$ cat config.mk
export PLATFORM = sky130hd
export DESIGN_NAME = register_bank_param_flat
export DESIGN_NICKNAME = d
export VERILOG_FILES = /design/src/rtl/register_bank_if.sv /design/src/rtl/register_bank_param.sv /design/src/flat_wrapper.sv
export SDC_FILE = /design/constraint.sdc
export NUM_CORES = 1
export LEC_CHECK = 0
export CAP_MARGIN = 25
export CORE_ASPECT_RATIO = 0.9
export CORE_MARGIN = 4
export CORE_UTILIZATION = 45
export CTS_CLUSTER_DIAMETER = 150
export DETAILED_ROUTE_END_ITERATION = 16
export GPL_ROUTABILITY_DRIVEN = 0
export HOLD_SLACK_MARGIN = 0.08
export PLACE_DENSITY_LB_ADDON = 0.2
export SLEW_MARGIN = 20
export SYNTH_ARGS = -nofsm -noshare
export SYNTH_HDL_FRONTEND = slang
export SYNTH_SLANG_ARGS = --single-unit
$ cat constraint.sdc
create_clock -name CLK -period 11.4 [get_ports CLK]
set_clock_uncertainty 0.2 [all_clocks]
set_input_delay 2.85 -clock CLK [delete_from_list [all_inputs] [get_ports CLK]]
set_output_delay 2.85 -clock CLK [all_outputs]
set_load 0.01 [all_outputs]
$ cat src/rtl/register_bank_if.sv
// register_bank_if: read/write/memory-mapped I/O signal bundle for register_bank_param
interface register_bank_if #(
  parameter int WIDTH = 16,
  parameter int ADDR_W = 6,
  parameter int NUM_IN = 2,
  parameter int NUM_OUT = 2
);
  logic [ADDR_W-1:0] A_CTRL, B_CTRL, C_CTRL;
  logic C_WE, MR;
  logic [WIDTH-1:0] FROM_C, TO_W, TO_A, TO_B, FROM_W;
  logic [NUM_IN*WIDTH-1:0] IN_BUS;
  logic [NUM_IN-1:0] CHG_CLR, IN_CHG;
  logic [NUM_OUT*WIDTH-1:0] OUT_BUS;
  modport master (
    output A_CTRL, B_CTRL, C_CTRL, C_WE, FROM_C, MR, TO_W, IN_BUS, CHG_CLR,
    input TO_A, TO_B, FROM_W, OUT_BUS, IN_CHG
  );
  modport slave (
    input A_CTRL, B_CTRL, C_CTRL, C_WE, FROM_C, MR, TO_W, IN_BUS, CHG_CLR,
    output TO_A, TO_B, FROM_W, OUT_BUS, IN_CHG
  );
endinterface

$ cat src/rtl/register_bank_param.sv
// register_bank_param: general registers with A/B reads, C write, synchronised inputs, mirrored outputs and W register
module register_bank_param #(
  parameter int WIDTH = 16,
  parameter int ADDR_W = 6,
  parameter int NUM_REGS = 35,
  parameter int NUM_IN = 2,
  parameter int IN_BASE = 28,
  parameter int NUM_OUT = 2,
  parameter int OUT_BASE = 30,
  parameter int W_ADDR = 34,
  parameter int SYNC_STAGES = 2,
  parameter int BYPASS = 1
) (
  input logic CLK,
  input logic RST,
  register_bank_if.slave bus
);
  if (IN_BASE + NUM_IN > NUM_REGS || OUT_BASE + NUM_OUT > NUM_REGS || W_ADDR >= NUM_REGS ||
      NUM_REGS > 2**ADDR_W || SYNC_STAGES < 1) begin : g_range_err
    $fatal(1, "register_bank_param: mapped region lies outside the register range");
  end
  if ((IN_BASE < OUT_BASE + NUM_OUT && OUT_BASE < IN_BASE + NUM_IN) ||
      (W_ADDR >= IN_BASE && W_ADDR < IN_BASE + NUM_IN) ||
      (W_ADDR >= OUT_BASE && W_ADDR < OUT_BASE + NUM_OUT)) begin : g_overlap_err
    $fatal(1, "register_bank_param: input, output and W regions overlap");
  end
  logic [WIDTH-1:0] regs [NUM_REGS];
  logic [WIDTH-1:0] nxt [NUM_REGS];
  logic [WIDTH-1:0] sync_q [NUM_IN][SYNC_STAGES];
  logic [NUM_IN-1:0] chg_set;
  logic wr_c;
  function automatic logic is_in(input logic [ADDR_W-1:0] a);
    return 32'(a) >= IN_BASE && 32'(a) < IN_BASE + NUM_IN;
  endfunction
  // Bypass mirrors the write priority: MR to W beats a C write to the same address.
  function automatic logic [WIDTH-1:0] rd(input logic [ADDR_W-1:0] a);
    logic byp;
    byp = BYPASS != 0 && !RST && !is_in(a);
    return 32'(a) >= NUM_REGS ? '0 :
           byp && bus.MR && 32'(a) == W_ADDR ? bus.TO_W :
           byp && wr_c && a == bus.C_CTRL ? bus.FROM_C : regs[a];
  endfunction
  assign wr_c = bus.C_WE && 32'(bus.C_CTRL) < NUM_REGS && !is_in(bus.C_CTRL);
  always_comb bus.TO_A = rd(bus.A_CTRL);
  always_comb bus.TO_B = rd(bus.B_CTRL);
  for (genvar i = 0; i < NUM_REGS; i++) begin : g_reg
    if (i >= IN_BASE && i < IN_BASE + NUM_IN) begin : g_in
      assign nxt[i] = sync_q[i-IN_BASE][SYNC_STAGES-1];
      assign chg_set[i-IN_BASE] = nxt[i] != regs[i];
    end else begin : g_rw
      assign nxt[i] = bus.MR && i == W_ADDR ? bus.TO_W :
                      wr_c && bus.C_CTRL == ADDR_W'(i) ? bus.FROM_C : regs[i];
    end
  end
  for (genvar k = 0; k < NUM_OUT; k++) begin : g_out
    assign bus.OUT_BUS[k*WIDTH +: WIDTH] = regs[OUT_BASE+k];
  end
  assign bus.FROM_W = regs[W_ADDR];
  always_ff @(posedge CLK) begin
    for (int i = 0; i < NUM_REGS; i++) regs[i] <= RST ? '0 : nxt[i];
    for (int k = 0; k < NUM_IN; k++) begin
      sync_q[k][0] <= RST ? '0 : bus.IN_BUS[k*WIDTH +: WIDTH];
      for (int s = 1; s < SYNC_STAGES; s++) sync_q[k][s] <= RST ? '0 : sync_q[k][s-1];
    end
    bus.IN_CHG <= RST ? '0 : chg_set | (bus.IN_CHG & ~bus.CHG_CLR);
  end
endmodule
$ cat src/flat_wrapper.sv
// flat-port wrapper written by rule: the top's interface ports become plain ports
module register_bank_param_flat 
#(
  parameter int WIDTH = 16,
  parameter int ADDR_W = 6,
  parameter int NUM_REGS = 35,
  parameter int NUM_IN = 2,
  parameter int IN_BASE = 28,
  parameter int NUM_OUT = 2,
  parameter int OUT_BASE = 30,
  parameter int W_ADDR = 34,
  parameter int SYNC_STAGES = 2,
  parameter int BYPASS = 1
)
  (CLK, RST, bus_A_CTRL, bus_B_CTRL, bus_C_CTRL, bus_C_WE, bus_FROM_C, bus_MR, bus_TO_W, bus_IN_BUS, bus_CHG_CLR, bus_TO_A, bus_TO_B, bus_FROM_W, bus_OUT_BUS, bus_IN_CHG);
  register_bank_if #(.WIDTH(WIDTH), .ADDR_W(ADDR_W), .NUM_IN(NUM_IN), .NUM_OUT(NUM_OUT)) bus_i ();
  input logic CLK;
  input logic RST;
  input wire logic [$bits(bus_i.A_CTRL)-1:0] bus_A_CTRL;
  input wire logic [$bits(bus_i.B_CTRL)-1:0] bus_B_CTRL;
  input wire logic [$bits(bus_i.C_CTRL)-1:0] bus_C_CTRL;
  input wire logic [$bits(bus_i.C_WE)-1:0] bus_C_WE;
  input wire logic [$bits(bus_i.FROM_C)-1:0] bus_FROM_C;
  input wire logic [$bits(bus_i.MR)-1:0] bus_MR;
  input wire logic [$bits(bus_i.TO_W)-1:0] bus_TO_W;
  input wire logic [$bits(bus_i.IN_BUS)-1:0] bus_IN_BUS;
  input wire logic [$bits(bus_i.CHG_CLR)-1:0] bus_CHG_CLR;
  output wire logic [$bits(bus_i.TO_A)-1:0] bus_TO_A;
  output wire logic [$bits(bus_i.TO_B)-1:0] bus_TO_B;
  output wire logic [$bits(bus_i.FROM_W)-1:0] bus_FROM_W;
  output wire logic [$bits(bus_i.OUT_BUS)-1:0] bus_OUT_BUS;
  output wire logic [$bits(bus_i.IN_CHG)-1:0] bus_IN_CHG;
  assign bus_i.A_CTRL = bus_A_CTRL;
  assign bus_i.B_CTRL = bus_B_CTRL;
  assign bus_i.C_CTRL = bus_C_CTRL;
  assign bus_i.C_WE = bus_C_WE;
  assign bus_i.FROM_C = bus_FROM_C;
  assign bus_i.MR = bus_MR;
  assign bus_i.TO_W = bus_TO_W;
  assign bus_i.IN_BUS = bus_IN_BUS;
  assign bus_i.CHG_CLR = bus_CHG_CLR;
  assign bus_TO_A = bus_i.TO_A;
  assign bus_TO_B = bus_i.TO_B;
  assign bus_FROM_W = bus_i.FROM_W;
  assign bus_OUT_BUS = bus_i.OUT_BUS;
  assign bus_IN_CHG = bus_i.IN_CHG;
  register_bank_param #(.WIDTH(WIDTH), .ADDR_W(ADDR_W), .NUM_REGS(NUM_REGS), .NUM_IN(NUM_IN), .IN_BASE(IN_BASE), .NUM_OUT(NUM_OUT), .OUT_BASE(OUT_BASE), .W_ADDR(W_ADDR), .SYNC_STAGES(SYNC_STAGES), .BYPASS(BYPASS)) u_core (.CLK(CLK), .RST(RST), .bus(bus_i));
endmodule
==> out/results.txt <==
FMAX -> 101.7 MHz
gr usage total -> 0.2737
met3 WL post-DR -> 11.00 mm
Cell Int Power -> 4087 uW
hold path cells -> 1
Routed WL -> 98.47 mm
# fillers -> 5315
Clock Latency Late Sink -> 0.62 ns
worst-margin pin slew -> 1.112 ns
CP max FO -> 17
total die area -> 70800 um^2
area of the multi-input gates -> 11960 um^2
worst setup path class -> in2out
CP max-delay cell -> clkdlybuf4s50_1
I/O pin total -> 170
Pleak -> 0.01173 uW
maxcap violations -> 0
share of cells above drive strength 1 -> 0.2177
Slew HR -> 0.2589
flops & latches, synth -> 626
largest net degree at the start of global routing -> 108
Starting DRT DRC Count -> 2848
Yosys top cell area share -> 0.4809
switch share -> 0.2542
vias in the first global route -> 19220
global-route wire length before repair -> 139.4 mm
WP data arrival -> 6.79 ns
Layout area overhead -> 15.43%
IO Port Bufs -> 169
top_reg_cell synth -> edfxtp_1
Core Area -> 65810 um^2
drt drc -> 0
crit path cell chain -> clkdlybuf4s50_1, a211oi_1, o2111ai_1, or3_1, nand3_1, o211ai_1, clkdlybuf4s50_1
post-synthesis sequential area ratio -> 0.5785
yosys warns -> 0
post-route ant nets -> 0
Root Driver -> clkbuf_16
list of most frequent post-synthesis cells -> edfxtp_1 (480), mux4_2 (251), mux2i_1 (161)
Final Setup Violations -> 0
final layout net count -> 2170
DP Wirelength -> 65.95 mm
Syn Std Cell Area -> 29970 um^2
row count -> 89
H-tree depth -> 2
hold_ws -> 0.2356 ns
Setup TNS -> 0 ns
Peak VDD IR -> 141.0 uV
switching pwr -> 1393 uW
Slew Limit Fails -> 0
Clock transition at path regs -> 0.06 ns
critical path capture point type -> output port
number of flops mapped to enable cells by yosys -> 480
synthesized instance count -> 1944
DP Area -> 32520 um^2
drt via density -> 6.581
CTS Sinks -> 626
diode count -> 0
Yosys cell types -> 65
Routed met2 length -> 43.60 mm
status -> completed
Reg2Reg Depth -> 4
via count -> 19710
PD cells -> 158.4 nW/um^2
area leader, netlist -> edfxtp_1
RSZ-0062 raised after global routing -> false
top layer in use -> met4
combinational share of power -> 0.139
WL per Instance -> 32.88 um
syn nets -> 2032
DRT Pass-1 Iters -> 8
most numerous cell in the Yosys netlist -> edfxtp_1
most used cell, CP -> clkdlybuf4s50_1
Tmin final -> 9.835 ns
sequential standard cell area -> 17340 um^2
Startpoint Class -> primary input
syn avg cell area -> 15.42 um^2
Hold Path Class -> reg2reg
die width -> 280.0 um
top post-synthesis cells by area -> edfxtp_1 (48%), mux4_2 (19%), dfxtp_1 (9.8%), mux2i_1 (5.4%), nor2b_1 (2.7%)
Async S/R FF share, synth -> 0
hold violation total from the final report -> 0
Reg power frac -> 0.496
initial core utilization -> 0.4554
clock share of power -> 0.366
fin area -> 34590 um^2
initial antenna violation count -> 0
worst path required time -> 8.35 ns
slowest stage delay, CP -> 0.87 ns
Final period util -> 0.8628
CTS tree -> yes
Post-CTS Resized -> 0
Pwr Total -> 5479 uW
total CTS buffers -> 61
Setup Buffers After CTS -> 0
Post-CTS Hold Fix Bufs -> 0
die height -> 252.8 um
GRT overflow -> 0
DRT met1 WL -> 40.09 mm
clock buffer depth -> 3
power groups by stage:
| stage | logic [uW] | registers [uW] | clock network, uW |
|---|---|---|---|
| 6_report | 760 | 2720 | 2000 |
| 2_1_floorplan | 452 | 2730 | 0 |
| 3_5_place_dp | 745 | 2760 | 0 |
| 3_3_place_gp | 740 | 2750 | 0 |
| 4_1_cts | 747 | 2710 | 2030 |
| 5_1_grt | 788 | 2730 | 2130 |
path summary, 6_finish.rpt:
path,end,startpoint,slack (ns)
setup reg to reg,u_core.bus.IN_CHG[1]$_SDFF_PP0_,u_core.regs[29][0]$_SDFF_PP0_,8.98
hold / removal,u_core.sync_q[1][0]$_SDFF_PP0_,u_core.sync_q[1][16]$_SDFF_PP0_,0.24
hold reg to reg,u_core.sync_q[1][0]$_SDFF_PP0_,u_core.sync_q[1][16]$_SDFF_PP0_,0.24
setup / recovery,bus_TO_A[3],bus_C_CTRL[1],1.56
kinds of logic after synthesis:
kind of cell | after synthesis | synth area share
DFF | 626 | 0.5785
and+or+nand+nor | 429 | 0.07394
muxes | 434 | 0.2507
buffers and inverters | 164 | 0.02764
AOI/OAI and AO/OA | 247 | 0.05645
xor gates and xnor gates | 44 | 0.01286
per-layer routing:
layer	vias to the layer above	GRT usage
li1	8040	-
met1	10240	0.3960
met2	1218	0.4093
met3	209	0.06748
met4	0	0.09338
met5	-	0
worst max-delay path: cells and delay by family:
family                 cells  cell delay, ns
buffers and inverters      2            1.53
AOI/OAI and AO/OA          3            1.27
and+or+nand+nor            2            1.12
cell usage in the layout, fill, tap and decap left out, types with 15 or more instances in the layout:
cell type / n
mux4_2: 251
nor2_1: 104
a21oi_1: 45
nand4_1: 16
buf_4: 49
clkdlybuf4s50_1: 160
clkbuf_16: 67
mux2i_1: 161
nand2_1: 59
a21o_1: 15
nor3_1: 27
edfxtp_1: 480
o21ai_0: 37
dfxtp_1: 146
xnor2_1: 44
nand3_1: 36
clkinv_2: 22
nor2b_1: 122
a22oi_1: 33
registers in the layout (all words and copies together), names as in the netlist:
signal,flops
u_core.regs,560
u_core.bus.IN_CHG,2
u_core.sync_q,64
stage by stage:
stage	setup slack (ns)	util	cells
6_report	1.565	0.5256	2995
5_1_grt	1.471	0.5256	2995
4_1_cts	1.798	0.5244	2991
3_5_place_dp	1.816	0.4942	2879
3_3_place_gp	1.927	0.4937	2877
2_1_floorplan	3.625	-	1944
cell type report:
class / instances / area share
inverters: 13 / 0.001411
well taps: 864 / 0.03125
clock inverters: 37 / 0.006764
repair buffers: 226 / 0.06297
clock buffers: 75 / 0.05078
multi-input cells: 1154 / 0.3457
flip-flops and latches: 626 / 0.5012
No activity file was read; power rests on OpenSTA's default activity.
